[src/rtl/vga_display_core.sv]
// VGA timing core: pixel-rate divider, x/y scan counters and a sync/blank delay
// line that keeps hsync, vsync and rgb aligned with a pipelined pixel source.
module vga_display_core #(
    parameter int   H_ACTIVE = 640,
    parameter int   H_FP     = 16,
    parameter int   H_SYNC   = 96,
    parameter int   H_BP     = 48,
    parameter int   V_ACTIVE = 480,
    parameter int   V_FP     = 10,
    parameter int   V_SYNC   = 2,
    parameter int   V_BP     = 33,
    parameter int   CLK_DIV  = 4,
    parameter int   RGB_W    = 3,
    parameter int   PIPE_LAT = 1,
    parameter logic SYNC_POL = 1'b0
) (
    input  logic             clk,
    input  logic             reset,
    input  logic [RGB_W-1:0] rgb_in,
    output logic             p_tick,
    output logic [9:0]       pixel_x,
    output logic [9:0]       pixel_y,
    output logic             video_on,
    output logic             frame_start,
    output logic             hsync,
    output logic             vsync,
    output logic [RGB_W-1:0] rgb
);

    localparam int H_TOTAL = H_ACTIVE + H_FP + H_SYNC + H_BP;
    localparam int V_TOTAL = V_ACTIVE + V_FP + V_SYNC + V_BP;

    if (H_TOTAL > 1024 || V_TOTAL > 1024 || CLK_DIV < 1 || CLK_DIV > 16 ||
        PIPE_LAT < 0 || PIPE_LAT > 4 || RGB_W < 1) begin : g_param_check
        $error("vga_display_core: illegal parameter set");
    end

    localparam logic [3:0]  DIV_LAST = 4'(CLK_DIV - 1);
    localparam logic [9:0]  X_LAST   = 10'(H_TOTAL - 1);
    localparam logic [9:0]  Y_LAST   = 10'(V_TOTAL - 1);
    localparam logic [10:0] X_ACT    = 11'(H_ACTIVE);
    localparam logic [10:0] Y_ACT    = 11'(V_ACTIVE);
    localparam logic [9:0]  HS_FIRST = 10'(H_ACTIVE + H_FP);
    localparam logic [9:0]  HS_LAST  = 10'(H_ACTIVE + H_FP + H_SYNC - 1);
    localparam logic [9:0]  VS_FIRST = 10'(V_ACTIVE + V_FP);
    localparam logic [9:0]  VS_LAST  = 10'(V_ACTIVE + V_FP + V_SYNC - 1);

    typedef struct packed {
        logic hs;
        logic vs;
        logic von;
    } stage_t;

    localparam stage_t STAGE_IDLE = stage_t'{~SYNC_POL, ~SYNC_POL, 1'b0};

    logic [3:0]       r_div;
    logic             r_run;
    logic [9:0]       r_x;
    logic [9:0]       r_y;
    stage_t           r_pipe [0:PIPE_LAT];
    logic [RGB_W-1:0] r_rgb;
    stage_t           w_raw;
    stage_t           w_stage_in [0:PIPE_LAT];

    // NOTE: r_run keeps p_tick low through reset even when CLK_DIV=1 pins r_div at 0.
    always_ff @(posedge clk or posedge reset) begin
        if (reset) begin
            r_run <= 1'b0;
            r_div <= '0;
        end else begin
            r_run <= 1'b1;
            r_div <= (r_div == DIV_LAST) ? 4'd0 : r_div + 4'd1;
        end
    end

    assign p_tick = r_run & (r_div == DIV_LAST);

    always_ff @(posedge clk or posedge reset) begin
        if (reset) begin
            r_x <= '0;
            r_y <= '0;
        end else if (p_tick) begin
            if (r_x == X_LAST) begin
                r_x <= '0;
                r_y <= (r_y == Y_LAST) ? 10'd0 : r_y + 10'd1;
            end else begin
                r_x <= r_x + 10'd1;
            end
        end
    end

    assign video_on    = ({1'b0, r_x} < X_ACT) && ({1'b0, r_y} < Y_ACT);
    assign frame_start = p_tick && (r_x == 10'd0) && (r_y == 10'd0);

    // The colour register loads from the value entering the final stage so rgb
    // changes on the same tick as the syncs of the same coordinate.
    always_comb begin
        w_raw.hs  = (r_x >= HS_FIRST && r_x <= HS_LAST) ? SYNC_POL : ~SYNC_POL;
        w_raw.vs  = (r_y >= VS_FIRST && r_y <= VS_LAST) ? SYNC_POL : ~SYNC_POL;
        w_raw.von = video_on;
        w_stage_in[0] = w_raw;
        for (int k = 1; k <= PIPE_LAT; k++) begin
            w_stage_in[k] = r_pipe[k-1];
        end
    end

    always_ff @(posedge clk or posedge reset) begin
        if (reset) begin
            for (int k = 0; k <= PIPE_LAT; k++) begin
                r_pipe[k] <= STAGE_IDLE;
            end
            r_rgb <= '0;
        end else if (p_tick) begin
            for (int k = 0; k <= PIPE_LAT; k++) begin
                r_pipe[k] <= w_stage_in[k];
            end
            r_rgb <= w_stage_in[PIPE_LAT].von ? rgb_in : '0;
        end
    end

    assign pixel_x = r_x;
    assign pixel_y = r_y;
    assign hsync   = r_pipe[PIPE_LAT].hs;
    assign vsync   = r_pipe[PIPE_LAT].vs;
    assign rgb     = r_rgb;

endmodule

[config.mk]
export PLATFORM = sky130hd
export DESIGN_NAME = vga_display_core
export DESIGN_NICKNAME = d
export VERILOG_FILES = /design/src/rtl/vga_display_core.sv
export SDC_FILE = /design/constraint.sdc
export NUM_CORES = 1
export LEC_CHECK = 0
export CELL_PAD_IN_SITES_DETAIL_PLACEMENT = 0
export CELL_PAD_IN_SITES_GLOBAL_PLACEMENT = 1
export CORE_MARGIN = 2
export CORE_UTILIZATION = 44
export CTS_BUF_LIST = sky130_fd_sc_hd__clkbuf_2
export DETAILED_ROUTE_END_ITERATION = 10
export GPL_TIMING_DRIVEN = 0
export PLACE_DENSITY_LB_ADDON = 0.2
export SETUP_SLACK_MARGIN = 0.2
export SYNTH_ARGS = -nofsm -noshare
export SYNTH_HDL_FRONTEND = slang
export SYNTH_SLANG_ARGS = --single-unit
[constraint.sdc]
create_clock -name clk -period 5.8 [get_ports clk]
set_input_delay 1.16 -clock clk [delete_from_list [all_inputs] [get_ports clk]]
set_output_delay 1.16 -clock clk [all_outputs]
set_load 0.01 [all_outputs]
=== Word-level counts from Yosys, hierarchy flattened ===
Cells that the tools add are included.

* Memory bits (read-only): 0
* RAM bits: 0
* Memories kept: 0
* Latch bits: 0
* Bits in registers: 33

* Div/mod/pow operators: 0
* Multiplexer cells: 6
* Bitwise gates (word level): 1
* Reduce and logical (&&, ||, !) cells: 8
* Equal/unequal tests: 3
* $lt $le $gt $ge: 6
* $mul: 0
* Shift-type cells: 0
* Add/subtract/negate cells: 3

{| class="wikitable"
|+ Operators with widths
! kind !! number
|-
| $add 10x1->10 const B || 2
|-
| $eq 10x10->1 const B || 2
|-
| $logic_not 10->1 || 2
|-
| $mux 10 || 2
|-
| $ge 10x10->1 const B || 1
|-
| $ge 10x9->1 const B || 1
|-
| $le 10x10->1 const B || 1
|-
| $le 10x9->1 const B || 1
|-
| $lt 10x10->1 const B || 1
|-
| $lt 10x9->1 const B || 1
|-
| $logic_and 1x1->1 || 5
|-
| $add 4x1->4 const B || 1
|-
| $eq 4x2->1 const B || 1
|-
| $mux 4 || 1
|-
| $mux 3 || 1
|-
| $mux 1 || 2
|-
| $reduce_and 2->1 || 1
|-
| $and 1x1->1 || 1
|}

=== Longest topological paths before layout ===
* Depth after elaboration: 4
* Depth in mapped cells: 7
* Depth with buffers taken out: 6

=== Least setup slack after synthesis ===
OpenSTA, ideal clock, no wires.

* Kind: register to output
* Start point: register r_div[0]
* End point: output port frame_start
* Slack: 3.028 ns
* Data arrival time: 1.612 ns
* Stages on the path, launching flop included: 8
* Cell sequence: dfrtp_1 > ha_1 > nand4bb_4 > buf_6 > clkinv_1 > buf_1 > nand3_1 > nor2_1

* Cells in the longest elaborated chain, start to end: 4

{| class="wikitable"
|+ Ends and longest elaborated chain
! element !! line !! text
|-
| start: declaration || 56 || <nowiki>logic [3:0] r_div;</nowiki>
|-
| start signal: assignment || 72 || <nowiki>r_div <= (r_div == DIV_LAST) ? 4'd0 : r_div + 4'd1;</nowiki>
|-
| $eq 4x2->1 || 76 || <nowiki>assign p_tick = r_run & (r_div == DIV_LAST);</nowiki>
|-
| $and 1x1->1 || 76 ||
|-
| net p_tick || 20 || <nowiki>output logic p_tick,</nowiki>
|-
| $logic_and 1x1->1 (2 in a row) || 93 || <nowiki>assign frame_start = p_tick && (r_x == 10'd0) && (r_y == 10'd0);</nowiki>
|-
| end: declaration || 24 || <nowiki>output logic frame_start,</nowiki>
|}

The timed path passes the listed nets, and every way through them passes these cells.

=== Worst setup path in the final report ===
* Start point: register r_div[0]
* End point: output port frame_start

* Cells in the longest elaborated chain, start to end: 4

{| class="wikitable"
|+ Ends and longest elaborated chain
! element !! line
|-
| $eq 4x2->1 || 76
|-
| $and 1x1->1 || 76
|-
| $logic_and 1x1->1 (2 in a row) || 93
|}

No other way between the ends.

==> impl_summary.md <==
Critical path
Tracing the worst setup path back leads to its startpoint at r_div[0]$_DFF_PP0_. The launch point of the worst reg-to-reg path is pixel_x[1]$_DFFE_PP0P_. In this run the critical register-to-register path is captured at pixel_y[2]$_DFFE_PP0P_. The largest stage delay on the critical path is between 500 and 600 ps. The total buffers and inverters traversed by the critical path is 4. The startpoint kind of the worst setup timing path is a register.

For the worst setup path, the data required time is around 4600 ps. The register-to-register setup slack is roughly 3700 ps. The worst register-to-register path has a depth of 6. The type of element capturing the critical path is a primary output. The cell at the slowest stage of the critical path is clkdlybuf4s50_1. The family of cells with the greatest summed delay on the critical path is buffers and inverters.

The critical path goes through ha_1 -> nand4bb_4 -> buf_6 -> clkinv_1 -> buf_1 -> nand3_1 -> nor2_1 -> clkdlybuf4s50_1. The startpoint-to-endpoint class of the critical path is register to primary output. Data arrives at the worst endpoint at around 2700 ps. Along the worst path, the maximum fanout reaches 10.

GRT
The sum of overflow across all layers after global routing is 0. The via count of the first global-routing pass is around 1300. The wire length of the first global-routing pass is 6016 um. For this run, the total global-route usage over all layers was measured as 0.1870.

Entering global routing, the biggest net connects 34 pins. In the global route stage, met3 resource usage came out at 0.05822. The layer with the highest usage is met2.

For this run, global-route usage on met2 was measured as 0.3036. The number of antenna violations at the first check in global routing came to 0. In the global route stage, met1 resource usage came out at 0.2374.

Clock network
The clock sink count is 33. The register clock-pin slew on the reported worst setup and hold paths is about 170 ps. CTS placed an instance of clkbuf_2 at the clock tree root. In this run, CTS created clock tree buffers numbering 5. After clock tree synthesis, the setup repair step added 0 buffers. The number of gates resized after CTS was 0. No sink is reached through more buffers than the 2 on the longest clock path. The CTS tree is done. For the worst-skew pair, the clock arrives at the later sink with an insertion delay of 380 ps. Hold repair after CTS inserted 0 buffers.

The maximum level of the CTS H-tree is 2.

Drt
The first-pass detailed-route iteration total is 4. The number of nets with antenna violations after routing is 0. The post-route DRC violation count is 0. In the routed layout, each cell is associated on average with a via count of about 5.3.

Dividing the detail-routed wire length by the instance count gives around 14 um. The final routed wirelength across all metal layers is between 3000 and 4000 um. The detailed router placed between 1000 and 1500 vias in this run. The first routing iteration left 21 violations.

Timing
After routing, the total negative slack on setup checks comes to 0 ps. The minimum clock period is ~3900 ps. Setup violations remaining at the end of the flow were counted as 0. The least setup slack across all paths after layout is between 1500 and 2000 ps.

The final setup skew is around 10 ps. The count of final hold-check violations is 0. The number of max-slew violations in the final report was 0. Setup repair after global routing left no endpoint under its margin. Dividing the final minimum period by the clock period gives 0.6689. For this run, the top clock speed supported by timing is between 200 and 300 MHz.

Pwr
The clock group share of total power is 0.242. Of the total power, registers draw 0.595. Of the total power, combinational logic draws 0.163. The leakage power total is about 0.0009 uW. The switching fraction of total power is 0.2890. The internal power is between 300 and 400 uW. The power density normalized to cell area is roughly 210 mW/mm2. The power dissipated by switching net loads is 128.3 uW. VDD sags by at most 0.1183 mV.

Synthesis
The synthesized design contains 0 enable-type register cells. The synthesized area divided by synthesized cell count is about 10 um2. The sequential cell area fraction in the yosys report is 0.5046. Counting flops and latches in the post-synthesis netlist gives 33. The most used flip-flop cell after synthesis is dfrtp_1. The synthesized net count is 174. The cell count after synthesis is around 160.

During synthesis, Yosys emitted a total of 0 warnings. The cell area after technology mapping is 0.001647 mm2. Synthesis instantiated a little over 40 different standard cells from the library. For this run, asynchronously set or reset flops after synthesis account for 1.000.

Floorplan
The area of the core region is roughly 0.0036 mm2. The floorplan step defined a die boundary enclosing around 0.0042 mm2. The die is approximately 65 um tall. The initial utilization of the core area, before any placement, comes to 0.4532. The die outline width is about 65 um. The top-level I/O count is 33. Row generation in the floorplan step produced 22 rows.

Hold path
The worst hold path begins at r_pipe[4]$_DFFE_PP1P_. The tightest min-delay check is of the register to register type. The sink of the worst hold path is vsync$_DFFE_PP1P_.

The cell depth of the worst hold path is 2.

Cells and area
The net count reported at finish is between 200 and 250. Summing all multi-input logic gate instances after layout gives approximately 750 um2. In the final layout, the share of cells above drive strength 1 is 0.1171. The number of antenna diodes in the final layout is 0. From synthesis to final layout, the design area changed by 26.75%. After filler insertion, the fill cell instance count of the layout stands at roughly 360. Across the whole layout, storage elements account for between 800 and 900 um2.

Placed design
The worst setup slack before clock tree synthesis is ~2300 ps. The final RePlAce weighted congestion is a little over 0.8. Summed over all nets, the half-perimeter wirelength after detailed placement is roughly 2500 um. The number of I/O port buffers is 32.

Run status
The run finished with clean final reports.

Job
Across the run, the number of max-cap violations was 0.
area by class of cell:
cell class,instances,area share
multi-input cells,115,0.3585
plain buffers,5,0.01259
clock buffers,6,0.01439
clock inverters,2,0.004796
well taps,48,0.02878
repair buffers,33,0.1631
inverters,11,0.01978
flip-flops and latches,33,0.3981
kinds of logic (layout without fill, tap and decap cells):
logic type / after synthesis / in the layout / synth area share
flip-flops: 33 / 33 / 0.5046
adder cells (fa/ha/maj): 5 / 5 / 0.03799
multiplexers: 2 / 2 / 0.01292
AO/OA/AOI/OAI: 21 / 21 / 0.07675
buffers and inverters: 16 / 57 / 0.04103
other: 1 / 1 / 0.002277
XOR/XNOR: 10 / 10 / 0.05776
AND/OR/NAND/NOR: 76 / 76 / 0.2667
power by group through the flow:
stage / combinational [uW] / sequential, uW / clock (uW)
final: 72.4 / 264 / 107
after global routing: 81.0 / 267 / 123
after CTS: 72.0 / 264 / 113
after detailed placement: 71.4 / 269 / 0
after global placement: 69.3 / 268 / 0
after floorplan: 27.8 / 271 / 0
cells in the mapped netlist, types with 2 or more instances:
cell	n	area [um2]
nand2b_1	2	12.51
nand4_1	4	25.02
nor2_1	9	33.78
clkbuf_1	3	11.26
nand2_1	22	82.58
dfstp_2	4	105.1
o21ai_0	7	35.03
and3_1	6	37.54
nand3_1	16	80.08
a31oi_1	3	18.77
xor2_1	2	17.52
ha_1	5	62.56
inv_1	10	37.54
xnor2_1	7	61.31
or4_4	2	22.52
dfrtp_1	29	725.7
nor4b_1	2	17.52
nor3_1	3	15.01
or2_2	2	12.51
a21oi_1	5	25.02
worst max path at each step:
stage	to	slack, ps	depth (start not counted)
after global placement	frame_start	2330	8
after CTS	frame_start	1840	8
after floorplan	frame_start	3030	7
final	frame_start	1920	8
after global routing	frame_start	1650	8
after detailed placement	frame_start	2300	8
flip-flops by register name, indices dropped and copies added, names as in the netlist:
register / count
rgb: 3
r_div: 4
pixel_y: 10
pixel_x: 10
vsync: 1
r_run: 1
r_pipe: 3
hsync: 1
layer usage:
metal  wire (um)  share of wire
met4          52          0.015
met5           0              0
met3         159          0.046
met1        1564           0.46
met2        1651           0.48
worst min-delay path, delay by kind of cell (launching register included):
kind             cells  cell delay (ps)
DFF                  1              400
and+or+nand+nor      2               90
cells in the final DEF (no fill, tap or decap), types with 2 or more instances in the layout:
cell	netlist	layout
o21ai_0	7	7
nand4_1	4	4
xnor2_1	7	7
a21oi_1	5	5
clkinv_1	1	2
nor2_1	9	9
dfstp_2	4	4
nor4b_1	2	2
clkbuf_2	0	6
nor3_1	3	3
and3_1	6	6
a31oi_1	3	3
clkinv_2	0	2
clkbuf_1	3	3
xor2_1	2	2
nand2_1	22	22
or2_2	2	2
nand3_1	16	16
dfrtp_1	29	29
or4_4	2	2
nand2b_1	2	2
inv_1	10	9
ha_1	5	5
clkdlybuf4s50_1	0	32
metrics by stage:
step                      total power [uW]  cells  hold WS (ps)  area [um2]  utilization
final                                443.8    253         464.1        2087       0.5744
after global routing                 471.4    253         491.7        2087       0.5744
after CTS                            449.3    252         466.1        2067       0.5689
after detailed placement             340.0    244         442.4        2027       0.5579
after global placement               337.3    244         442.2        2027       0.5579
after floorplan                      298.7    164         428.2        1647            -
Note: power is estimated with default switching activity, not from simulation.
